[src/rtl/multicycle_ctrl.sv]
// Multicycle CPU control unit: fetch/decode/execute sequencer with memory handshake.
// Optional feature: define MULTICYCLE_CTRL_TRAP_EN to trap on undefined opcodes
// (sticky illegal_op_o until reset); by default an undefined opcode acts as a NOP.
// Strobes are registered from the next state, except ir_write_o and the fetch part
// of pc_write_o, which complete in the same cycle the memory handshake arrives.
module multicycle_ctrl #(
  parameter int unsigned     OP_W   = 5,
  parameter logic [OP_W-1:0] BNE_OP = OP_W'(5'b01110)
) (
  input  logic            clk,
  input  logic            rst_n,
  input  logic [OP_W-1:0] op_i,
  input  logic            mem_ready_i,
  output logic            pc_write_o,
  output logic            pc_write_eq_o,
  output logic            pc_write_ne_o,
  output logic            ir_write_o,
  output logic            i_or_d_o,
  output logic            mem_read_o,
  output logic            mem_write_o,
  output logic            mem_to_reg_o,
  output logic            reg_dst_o,
  output logic            reg_write_o,
  output logic            ext_op_o,
  output logic            alu_src_a_o,
  output logic [1:0]      alu_src_b_o,
  output logic [1:0]      alu_op_o,
  output logic [1:0]      pc_src_o,
  output logic [3:0]      state_o,
  output logic            illegal_op_o
);

  localparam logic [OP_W-1:0] OP_RTYPE = OP_W'(5'b00000);
  localparam logic [OP_W-1:0] OP_ADDI  = OP_W'(5'b00100);
  localparam logic [OP_W-1:0] OP_SLTI  = OP_W'(5'b10010);
  localparam logic [OP_W-1:0] OP_ORI   = OP_W'(5'b11000);
  localparam logic [OP_W-1:0] OP_LW    = OP_W'(5'b01000);
  localparam logic [OP_W-1:0] OP_SW    = OP_W'(5'b01100);
  localparam logic [OP_W-1:0] OP_BEQ   = OP_W'(5'b01111);
  localparam logic [OP_W-1:0] OP_J     = OP_W'(5'b00111);

  typedef enum logic [3:0] {
    S_IDLE   = 4'd0,
    S_FETCH  = 4'd1,
    S_DECODE = 4'd2,
    S_MEMADR = 4'd3,
    S_MEMRD  = 4'd4,
    S_MEMWB  = 4'd5,
    S_MEMWR  = 4'd6,
    S_EXEC   = 4'd7,
    S_ALUWB  = 4'd8,
    S_IMMEX  = 4'd9,
    S_IMMWB  = 4'd10,
    S_BRANCH = 4'd11,
    S_JUMP   = 4'd12,
    S_TRAP   = 4'd13
  } state_t;

  state_t          state_q, state_d;
  logic [OP_W-1:0] op_q, op_eff;
  logic            is_r, is_addi, is_slti, is_ori, is_lw, is_sw, is_beq, is_bne, is_j;
  logic            fetch_done_c;
  logic            pc_write_q, pc_write_eq_q, pc_write_ne_q, i_or_d_q, mem_read_q;
  logic            mem_write_q, mem_to_reg_q, reg_dst_q, reg_write_q, ext_op_q, alu_src_a_q;
  logic [1:0]      alu_src_b_q, alu_op_q, pc_src_q;

  // Opcode decode: live opcode while in DECODE, latched copy afterwards
  always_comb begin
    op_eff  = (state_q == S_DECODE) ? op_i : op_q;
    is_r    = (op_eff == OP_RTYPE);
    is_addi = (op_eff == OP_ADDI);
    is_slti = (op_eff == OP_SLTI);
    is_ori  = (op_eff == OP_ORI);
    is_lw   = (op_eff == OP_LW);
    is_sw   = (op_eff == OP_SW);
    is_beq  = (op_eff == OP_BEQ);
    is_bne  = (op_eff == BNE_OP) && !is_beq;
    is_j    = (op_eff == OP_J);
  end

  // Next-state selection
  always_comb begin
    state_d = state_q;
    unique case (state_q)
      S_IDLE:   state_d = S_FETCH;
      S_FETCH:  if (mem_ready_i) state_d = S_DECODE;
      S_DECODE: begin
        if (is_r)                           state_d = S_EXEC;
        else if (is_addi || is_slti || is_ori) state_d = S_IMMEX;
        else if (is_lw || is_sw)            state_d = S_MEMADR;
        else if (is_beq || is_bne)          state_d = S_BRANCH;
        else if (is_j)                      state_d = S_JUMP;
        else begin
`ifdef MULTICYCLE_CTRL_TRAP_EN
          state_d = S_TRAP;
`else
          state_d = S_FETCH;
`endif
        end
      end
      S_MEMADR: state_d = is_lw ? S_MEMRD : S_MEMWR;
      S_MEMRD:  if (mem_ready_i) state_d = S_MEMWB;
      S_MEMWB:  state_d = S_FETCH;
      S_MEMWR:  if (mem_ready_i) state_d = S_FETCH;
      S_EXEC:   state_d = S_ALUWB;
      S_ALUWB:  state_d = S_FETCH;
      S_IMMEX:  state_d = S_IMMWB;
      S_IMMWB:  state_d = S_FETCH;
      S_BRANCH: state_d = S_FETCH;
      S_JUMP:   state_d = S_FETCH;
`ifdef MULTICYCLE_CTRL_TRAP_EN
      S_TRAP:   state_d = S_TRAP;
`else
      S_TRAP:   state_d = S_IDLE;
`endif
      default:  state_d = S_IDLE;
    endcase
  end

  // State, opcode latch and registered strobes decoded from the next state
  always_ff @(posedge clk) begin
    if (!rst_n) begin
      state_q       <= S_IDLE;
      op_q          <= '0;
      pc_write_q    <= 1'b0;
      pc_write_eq_q <= 1'b0;
      pc_write_ne_q <= 1'b0;
      i_or_d_q      <= 1'b0;
      mem_read_q    <= 1'b0;
      mem_write_q   <= 1'b0;
      mem_to_reg_q  <= 1'b0;
      reg_dst_q     <= 1'b0;
      reg_write_q   <= 1'b0;
      ext_op_q      <= 1'b0;
      alu_src_a_q   <= 1'b0;
      alu_src_b_q   <= 2'b00;
      alu_op_q      <= 2'b00;
      pc_src_q      <= 2'b00;
    end else begin
      state_q       <= state_d;
      if (state_q == S_DECODE) op_q <= op_i;
      pc_write_q    <= 1'b0;
      pc_write_eq_q <= 1'b0;
      pc_write_ne_q <= 1'b0;
      i_or_d_q      <= 1'b0;
      mem_read_q    <= 1'b0;
      mem_write_q   <= 1'b0;
      mem_to_reg_q  <= 1'b0;
      reg_dst_q     <= 1'b0;
      reg_write_q   <= 1'b0;
      ext_op_q      <= 1'b0;
      alu_src_a_q   <= 1'b0;
      alu_src_b_q   <= 2'b00;
      alu_op_q      <= 2'b00;
      pc_src_q      <= 2'b00;
      unique case (state_d)
        S_FETCH:  begin mem_read_q <= 1'b1; alu_src_b_q <= 2'b01; end
        S_DECODE: begin alu_src_b_q <= 2'b10; ext_op_q <= 1'b1; end
        S_MEMADR: begin alu_src_a_q <= 1'b1; alu_src_b_q <= 2'b10; ext_op_q <= 1'b1; end
        S_MEMRD:  begin mem_read_q <= 1'b1; i_or_d_q <= 1'b1; end
        S_MEMWB:  begin reg_write_q <= 1'b1; mem_to_reg_q <= 1'b1; end
        S_MEMWR:  begin mem_write_q <= 1'b1; i_or_d_q <= 1'b1; end
        S_EXEC:   begin alu_src_a_q <= 1'b1; alu_op_q <= 2'b10; end
        S_ALUWB:  begin reg_write_q <= 1'b1; reg_dst_q <= 1'b1; end
        S_IMMEX:  begin
          alu_src_a_q <= 1'b1;
          alu_src_b_q <= 2'b10;
          ext_op_q    <= !is_ori;
          alu_op_q    <= is_ori ? 2'b11 : (is_slti ? 2'b01 : 2'b00);
        end
        S_IMMWB:  reg_write_q <= 1'b1;
        S_BRANCH: begin
          alu_src_a_q   <= 1'b1;
          alu_op_q      <= 2'b01;
          pc_src_q      <= 2'b01;
          pc_write_eq_q <= is_beq;
          pc_write_ne_q <= is_bne;
        end
        S_JUMP:   begin pc_src_q <= 2'b10; pc_write_q <= 1'b1; end
        default:  ;
      endcase
    end
  end

`ifdef MULTICYCLE_CTRL_TRAP_EN
  logic illegal_q;

  // Sticky undefined-opcode flag, held for as long as the FSM sits in TRAP
  always_ff @(posedge clk) begin
    if (!rst_n) illegal_q <= 1'b0;
    else        illegal_q <= (state_d == S_TRAP);
  end

  assign illegal_op_o = illegal_q;
`else
  assign illegal_op_o = 1'b0;
`endif

  assign fetch_done_c  = (state_q == S_FETCH) && mem_ready_i;
  assign ir_write_o    = fetch_done_c;
  assign pc_write_o    = pc_write_q | fetch_done_c;
  assign pc_write_eq_o = pc_write_eq_q;
  assign pc_write_ne_o = pc_write_ne_q;
  assign i_or_d_o      = i_or_d_q;
  assign mem_read_o    = mem_read_q;
  assign mem_write_o   = mem_write_q;
  assign mem_to_reg_o  = mem_to_reg_q;
  assign reg_dst_o     = reg_dst_q;
  assign reg_write_o   = reg_write_q;
  assign ext_op_o      = ext_op_q;
  assign alu_src_a_o   = alu_src_a_q;
  assign alu_src_b_o   = alu_src_b_q;
  assign alu_op_o      = alu_op_q;
  assign pc_src_o      = pc_src_q;
  assign state_o       = state_q;

endmodule

[config.mk]
export PLATFORM = sky130hd
export DESIGN_NAME = multicycle_ctrl
export DESIGN_NICKNAME = d
export VERILOG_FILES = /design/src/rtl/multicycle_ctrl.sv
export SDC_FILE = /design/constraint.sdc
export NUM_CORES = 1
export LEC_CHECK = 0
export ABC_AREA = 1
export BUFFER_PORTS_ARGS = -buffer_cell sky130_fd_sc_hd__buf_2
export CAP_MARGIN = 20
export CORE_ASPECT_RATIO = 1.2
export CORE_MARGIN = 1
export CORE_UTILIZATION = 52
export CTS_CLUSTER_DIAMETER = 150
export CTS_CLUSTER_SIZE = 16
export DETAILED_ROUTE_END_ITERATION = 10
export PLACE_DENSITY_LB_ADDON = 0.15
export SYNTH_ARGS = -nofsm -noshare
export SYNTH_HDL_FRONTEND = slang
export SYNTH_SLANG_ARGS = --single-unit
[constraint.sdc]
create_clock -name clk -period 2.6 [get_ports clk]
set_clock_uncertainty 0.15 [all_clocks]
set_input_delay 0.26 -clock clk [delete_from_list [all_inputs] [get_ports clk]]
set_output_delay 0.26 -clock clk [all_outputs]
set_load 0.1 [all_outputs]
==> results of run 1 <==
==> metrics by stage <==
stage               utilization [%]  area [um2]  worst slack [ns]  std cells
finish                         67.1        1600             0.225        252
floorplan                         -        1370            0.0227        189
detailed placement             65.1        1550             0.480        248
global placement               65.1        1550             0.512        248
global route                   67.1        1600            0.0794        252
CTS                            67.1        1600             0.227        252
==> routing by layer <==
layer | GRT usage [%] | vias up
met2 | 39.2 | 43
met5 | 0 | -
met3 | 3.67 | 6
li1 | - | 651
met4 | 11.3 | 0
met1 | 27.9 | 556
==> worst register-to-register path: cells and delay by family, from the launching register on <==
kind,cells,cell delay (ns)
DFF,1,0.39
and+or+nand+nor,14,1.50
buffers and inverters,1,0.08
==> cells in the final DEF, fill, tap and decap left out, types with 4 or more instances in the layout <==
| master | instances |
|---|---|
| nand2_2 | 12 |
| buf_2 | 29 |
| dfxtp_1 | 22 |
| nand2_1 | 38 |
| a21oi_1 | 4 |
| nand4_1 | 5 |
| nand3_1 | 16 |
| inv_2 | 6 |
| inv_1 | 22 |
| nor2_1 | 30 |
==> cell families after synthesis <==
family,count (synthesis),synth area share (%)
AND/OR/NAND/NOR,120,46.7
buffers and inverters,31,8.89
flip-flops,26,38.5
AO/OA/AOI/OAI,11,5.65
other,1,0.278
==> where the power goes <==
group          switching [W]  internal [W]
Clock               0.000118      0.000117
Sequential         0.0000513      0.000485
Combinational        0.00116      0.000320
Total                0.00133      0.000923
==> final timing paths <==
check / slack, ns / start / depth (start not counted) / end
hold / removal: 0.07 / rst_n / 3 / alu_op_o[1]
setup reg to reg: 0.43 / state_o[3] / 15 / alu_op_o[0]
hold reg to reg: 0.39 / state_o[1] / 2 / reg_dst_o
setup / recovery: 0.22 / state_o[3] / 7 / pc_write_o
==> registers in the layout, indices dropped and copies added, names as in the netlist <==
name and cells:
pc_write_q 1, pc_write_eq_o 1, alu_src_b_o 2, reg_dst_o 1
ext_op_o 1, op_q 5, state_o 4, alu_op_o 2
pc_src_o 2, mem_read_o 1, alu_src_a_o 1, pc_write_ne_o 1
mem_to_reg_o 1, mem_write_o 1, i_or_d_o 1, reg_write_o 1
==> cell type report <==
type | instances | area share (%)
Timing Repair Buffer | 30 | 9.57
Tap cell | 31 | 2.43
Sequential cell | 26 | 33.3
Multi-Input combinational cell | 132 | 44.7
Inverter | 29 | 7.06
Clock buffer | 4 | 2.98
==> flow_metrics.py, run 1 <==
metrics = {
    "status": {
        "status": "complete, no violations",
    },
    "clocking": {
        "cts_hold_buf": 0,
        "cts_max_level": 1,
        "clock_latency_ns": 0.32,
        "clock_sinks": 26,
        "cts_made_buffers": 3,
        "clk_path_buf_depth": 2,
        "ctsResizeCount": 0,
        "clockRootBuffer": "clkbuf_4",
        "postCtsSetupRepairBufs": 0,
        "cts.reportedPaths.clkPinSlew_ns": 0.14,
        "cts_tree": "built",
    },
    "critical_path": {
        "crit_path_end_kind": "output port",
        "critPathKind": "reg -> out",
        "crit_family": "simple AND/OR/NAND/NOR gates",
        "crit_chain": "nor2_4 > inv_1 > nor2_1 > nand2_1 > clkinvlp_4 > or2_4 > buf_2",
        "required_ns": 2.19,
        "crit_path_top_delay_cell": "buf_2",
        "crit_arrival_ns": 1.97,
        "path_buf_inv": 3,
        "max_stage_delay_ns": 0.41,
        "crit_path_start_kind": "flip-flop",
        "crit_path_max_fanout": 10,
    },
    "synth": {
        "async_flop_share_pct": 0,
        "syn_inst": 189,
        "synth_edf_count": 0,
        "ys_seq_elements": 26,
        "yosysWarnings": 0,
        "ys.flop_type": "dfxtp_1",
        "yosysMostFrequentCell": "nand2_1",
        "synth_top_area_share_pct": 38.5,
        "ys_top_cells_by_count": "nand2_1 (38), nor2_1 (30), dfxtp_1 (26), inv_1 (23), nand3_1 (16)",
        "synth_area_leader_cell": "dfxtp_1",
        "synth_seq_area_share_pct": 38.5,
        "syn-num-nets": 197,
        "synth.area.top_cells": "dfxtp_1 (39%), nand2_1 (11%), nor2_1 (8.3%), inv_1 (6.4%), nand3_1 (5.9%)",
        "synth_cell_types": 28,
        "syn_area_mm2": 0.00135,
        "postSynthAreaPerCell_um2": 7.15,
    },
    "global_route": {
        "track_usage_pct": 22.8,
        "antenna_found_initial": 0,
        "grt-ovfl-total": 0,
        "grt_max_degree": 16,
        "grt_pass1_wl_um": 4940,
        "grt_pass1_vias": 1176,
    },
    "floorplanning": {
        "coreArea_mm2": 0.00238,
        "dieHeight_um": 57.8,
        "rows": 19,
        "die-area_mm2": 0.00281,
        "start_util_pct": 56.8,
        "die_w_um": 48.5,
        "ios": 31,
    },
    "routing": {
        "wl_um": 2900,
        "dr_wl_met2_um": 1430,
        "top_layer": "met4",
        "wire_per_inst_um": 11.5,
        "via_per_inst": 4.98,
        "dr_wl_met3_um": 140,
        "wl_met1_um": 1280,
        "ant_nets": 0,
        "drt_iter0_markers": 40,
        "vias": 1256,
        "drc_errors": 0,
        "firstDrtPassIters": 4,
    },
    "sta": {
        "period_share_pct": 91.4,
        "setup_viol": 0,
        "timing.final.crit_period_ns": 2.38,
        "rsz0062_at_grt": "no",
        "fmax_mhz": 421,
        "hold_slack_ns": 0.0676,
        "drv_slew": 0,
        "finalSetupTns_ns": 0,
        "hold_viol_final": 0,
    },
    "final_layout": {
        "area_delta_synth_final_pct": 18.1,
        "seq_area_um2": 531,
        "n_fill_cell": 204,
        "diodes": 0,
        "multi_input_area_um2": 713,
        "drive_gt1_share_pct": 33.5,
        "nNetsFinal": 230,
    },
    "power_and_ir_drop": {
        "peakVddDrop_uv": 1240,
        "totalPowerFinal_w": 0.00226,
        "p_leak_nw": 0.855,
        "p_per_area_mw_per_mm2": 1410,
    },
    "placement": {
        "dp_hpwl_um": 2190,
        "port_buffers": 29,
        "place_congestion": 1.06,
    },
    "run": {
        "cap_violations": 0,
    },
    "min_path": {
        "hold_class": "in -> reg",
    },
}
(Power assumes the default switching activity.)
==> run 2: changes to the inputs <==
SETUP_SLACK_MARGIN = 0.5   (was default)
==> flow_metrics.py, run 2 (same netlist as run 1, synthesis figures left out) <==
metrics = {
    "status": {
        "status": "complete, no violations",
    },
    "run": {
        "cap_violations": 0,
    },
    "routing": {
        "top_layer": "met4",
        "ant_nets": 0,
        "dr_wl_met3_um": 140,
        "wl_um": 3440,
        "drc_errors": 0,
        "via_per_inst": 5.14,
        "dr_wl_met2_um": 1820,
        "wl_met1_um": 1420,
        "wire_per_inst_um": 13.0,
        "drt_iter0_markers": 54,
        "vias": 1363,
        "firstDrtPassIters": 4,
    },
    "clocking": {
        "cts_max_level": 1,
        "clockRootBuffer": "clkbuf_4",
        "clock_latency_ns": 0.34,
        "clock_sinks": 26,
        "cts_tree": "built",
        "cts.reportedPaths.clkPinSlew_ns": 0.15,
        "clk_path_buf_depth": 2,
        "cts_hold_buf": 0,
        "cts_made_buffers": 3,
    },
    "global_route": {
        "track_usage_pct": 25.1,
        "grt-ovfl-total": 0,
        "antenna_found_initial": 0,
        "grt_pass1_vias": 1232,
        "grt_pass1_wl_um": 5360,
        "grt_max_degree": 16,
    },
    "floorplanning": {
        "coreArea_mm2": 0.00238,
        "rows": 19,
        "dieHeight_um": 57.8,
        "die_w_um": 48.5,
        "die-area_mm2": 0.00281,
        "start_util_pct": 56.8,
        "ios": 31,
    },
    "placement": {
        "port_buffers": 29,
        "place_congestion": 0.869,
        "dp_hpwl_um": 2310,
    },
    "critical_path": {
        "crit_path_start_kind": "flip-flop",
        "crit_arrival_ns": 2.22,
        "startpoint": "state_o[3]",
        "crit_path_end_kind": "flip-flop",
        "timing.rr.start": "state_o[3]",
        "required_ns": 2.74,
        "critPathKind": "reg -> reg",
        "crit_path_max_fanout": 10,
    },
    "sta": {
        "hold_viol_final": 0,
        "slew_headroom_pct": 54.6,
        "worst_slew_pin_slew_ns": 0.677,
        "rsz0062_at_grt": "yes",
        "period_share_pct": 80.2,
        "timing.final.crit_period_ns": 2.09,
        "fmax_mhz": 479,
        "drv_slew": 0,
        "finalSetupTns_ns": 0,
        "setup_viol": 0,
    },
    "power_and_ir_drop": {
        "peakVddDrop_uv": 998,
        "p_per_area_mw_per_mm2": 1470,
        "p_leak_nw": 0.941,
        "totalPowerFinal_w": 0.00266,
    },
    "final_layout": {
        "layout_commonest_cell": "nand2_1",
        "area_delta_synth_final_pct": 33.7,
        "drive_gt1_share_pct": 44.4,
        "n_fill_cell": 186,
        "top_register": "op_q",
        "largest_reg_flops": 5,
        "diodes": 0,
        "layout_common_cells": "nand2_1 (32), buf_2 (27), nor2_1 (24)",
        "nNetsFinal": 243,
    },
    "min_path": {
        "hold_class": "in -> reg",
        "hold_path.startpoint": "rst_n",
    },
}
==> run 2: cell count changes in the layout (fill, tap and decap cells not counted), sizes merged <==
cell and change:
bufinv +1, buf +12, clkbuf -1, nor2 +1
==> run 2: power breakdown <==
group	leakage (nW)	total, W	switching (W)	internal, W
combinational	0.699	0.00182	0.00131	0.000507
clock	0.0279	0.000288	0.000132	0.000156
sequential	0.214	0.000552	0.0000611	0.000491
total	0.941	0.00266	0.00151	0.00115
==> run 2: stage by stage <==
stage | hold slack [ns] | setup WS [ns] | cells | util [%] | area [um2]
floorplan | 0.220 | 0.203 | 189 | - | 1380
global placement | 0.376 | 0.479 | 247 | 65.4 | 1560
detailed placement | 0.381 | 0.458 | 247 | 65.4 | 1560
CTS | 0.0436 | 0.504 | 255 | 70.1 | 1670
global route | 0.0455 | 0.362 | 265 | 76.0 | 1810
finish | 0.0379 | 0.514 | 265 | 76.0 | 1810
==> run 2: critical path, cell delays in order, from the launching register on <==
cell     delay (ns)
dfxtp_4        0.38
nor2_4         0.12
buf_12         0.14
nand2_8        0.08
nand2_1        0.09
nand2_2        0.10
nor2_4         0.13
nand2_1        0.06
nand2_1        0.09
nand2_1        0.07
nand3_2        0.07
nand2_4        0.07
nand2_2        0.10
nand2_2        0.09
inv_2          0.07
nand3_2        0.10
nor2_1         0.11
==> run 2: area by class of cell <==
type / count / area, um2 / share of cell area [%]
timing repair buffer: 42 / 268 / 14.8
sequential: 26 / 536 / 29.6
clock inverter: 1 / 30.0 / 1.66
multi-input combinational: 133 / 795 / 44.0
clock buffer: 3 / 22.5 / 1.25
tap: 31 / 38.8 / 2.15
inverter: 29 / 118 / 6.51
==> run 2: repair_timing <==
action,4_1_cts,5_1_grt
hold endpoints to repair,0,0
endpoints found under the setup margin,12,14
pin swaps,3,15
cloned,1,0
setup buffers,3,10
gates resized for setup,5,19
==> run 2: per-layer routing <==
layer / GRT usage (%) / up-vias
met4: 13.9 / 0
met5: 0 / -
met1: 28.4 / 640
met3: 3.94 / 7
met2: 45.5 / 39
li1: - / 677
==> run 2: worst paths after layout <==
kind	cells after the start	endpoint	slack, ns
setup / recovery	16	pc_write_ne_o	0.51
hold / removal	3	alu_src_a_o	0.04
setup reg to reg	16	pc_write_ne_o	0.51
hold reg to reg	2	reg_dst_o	0.44
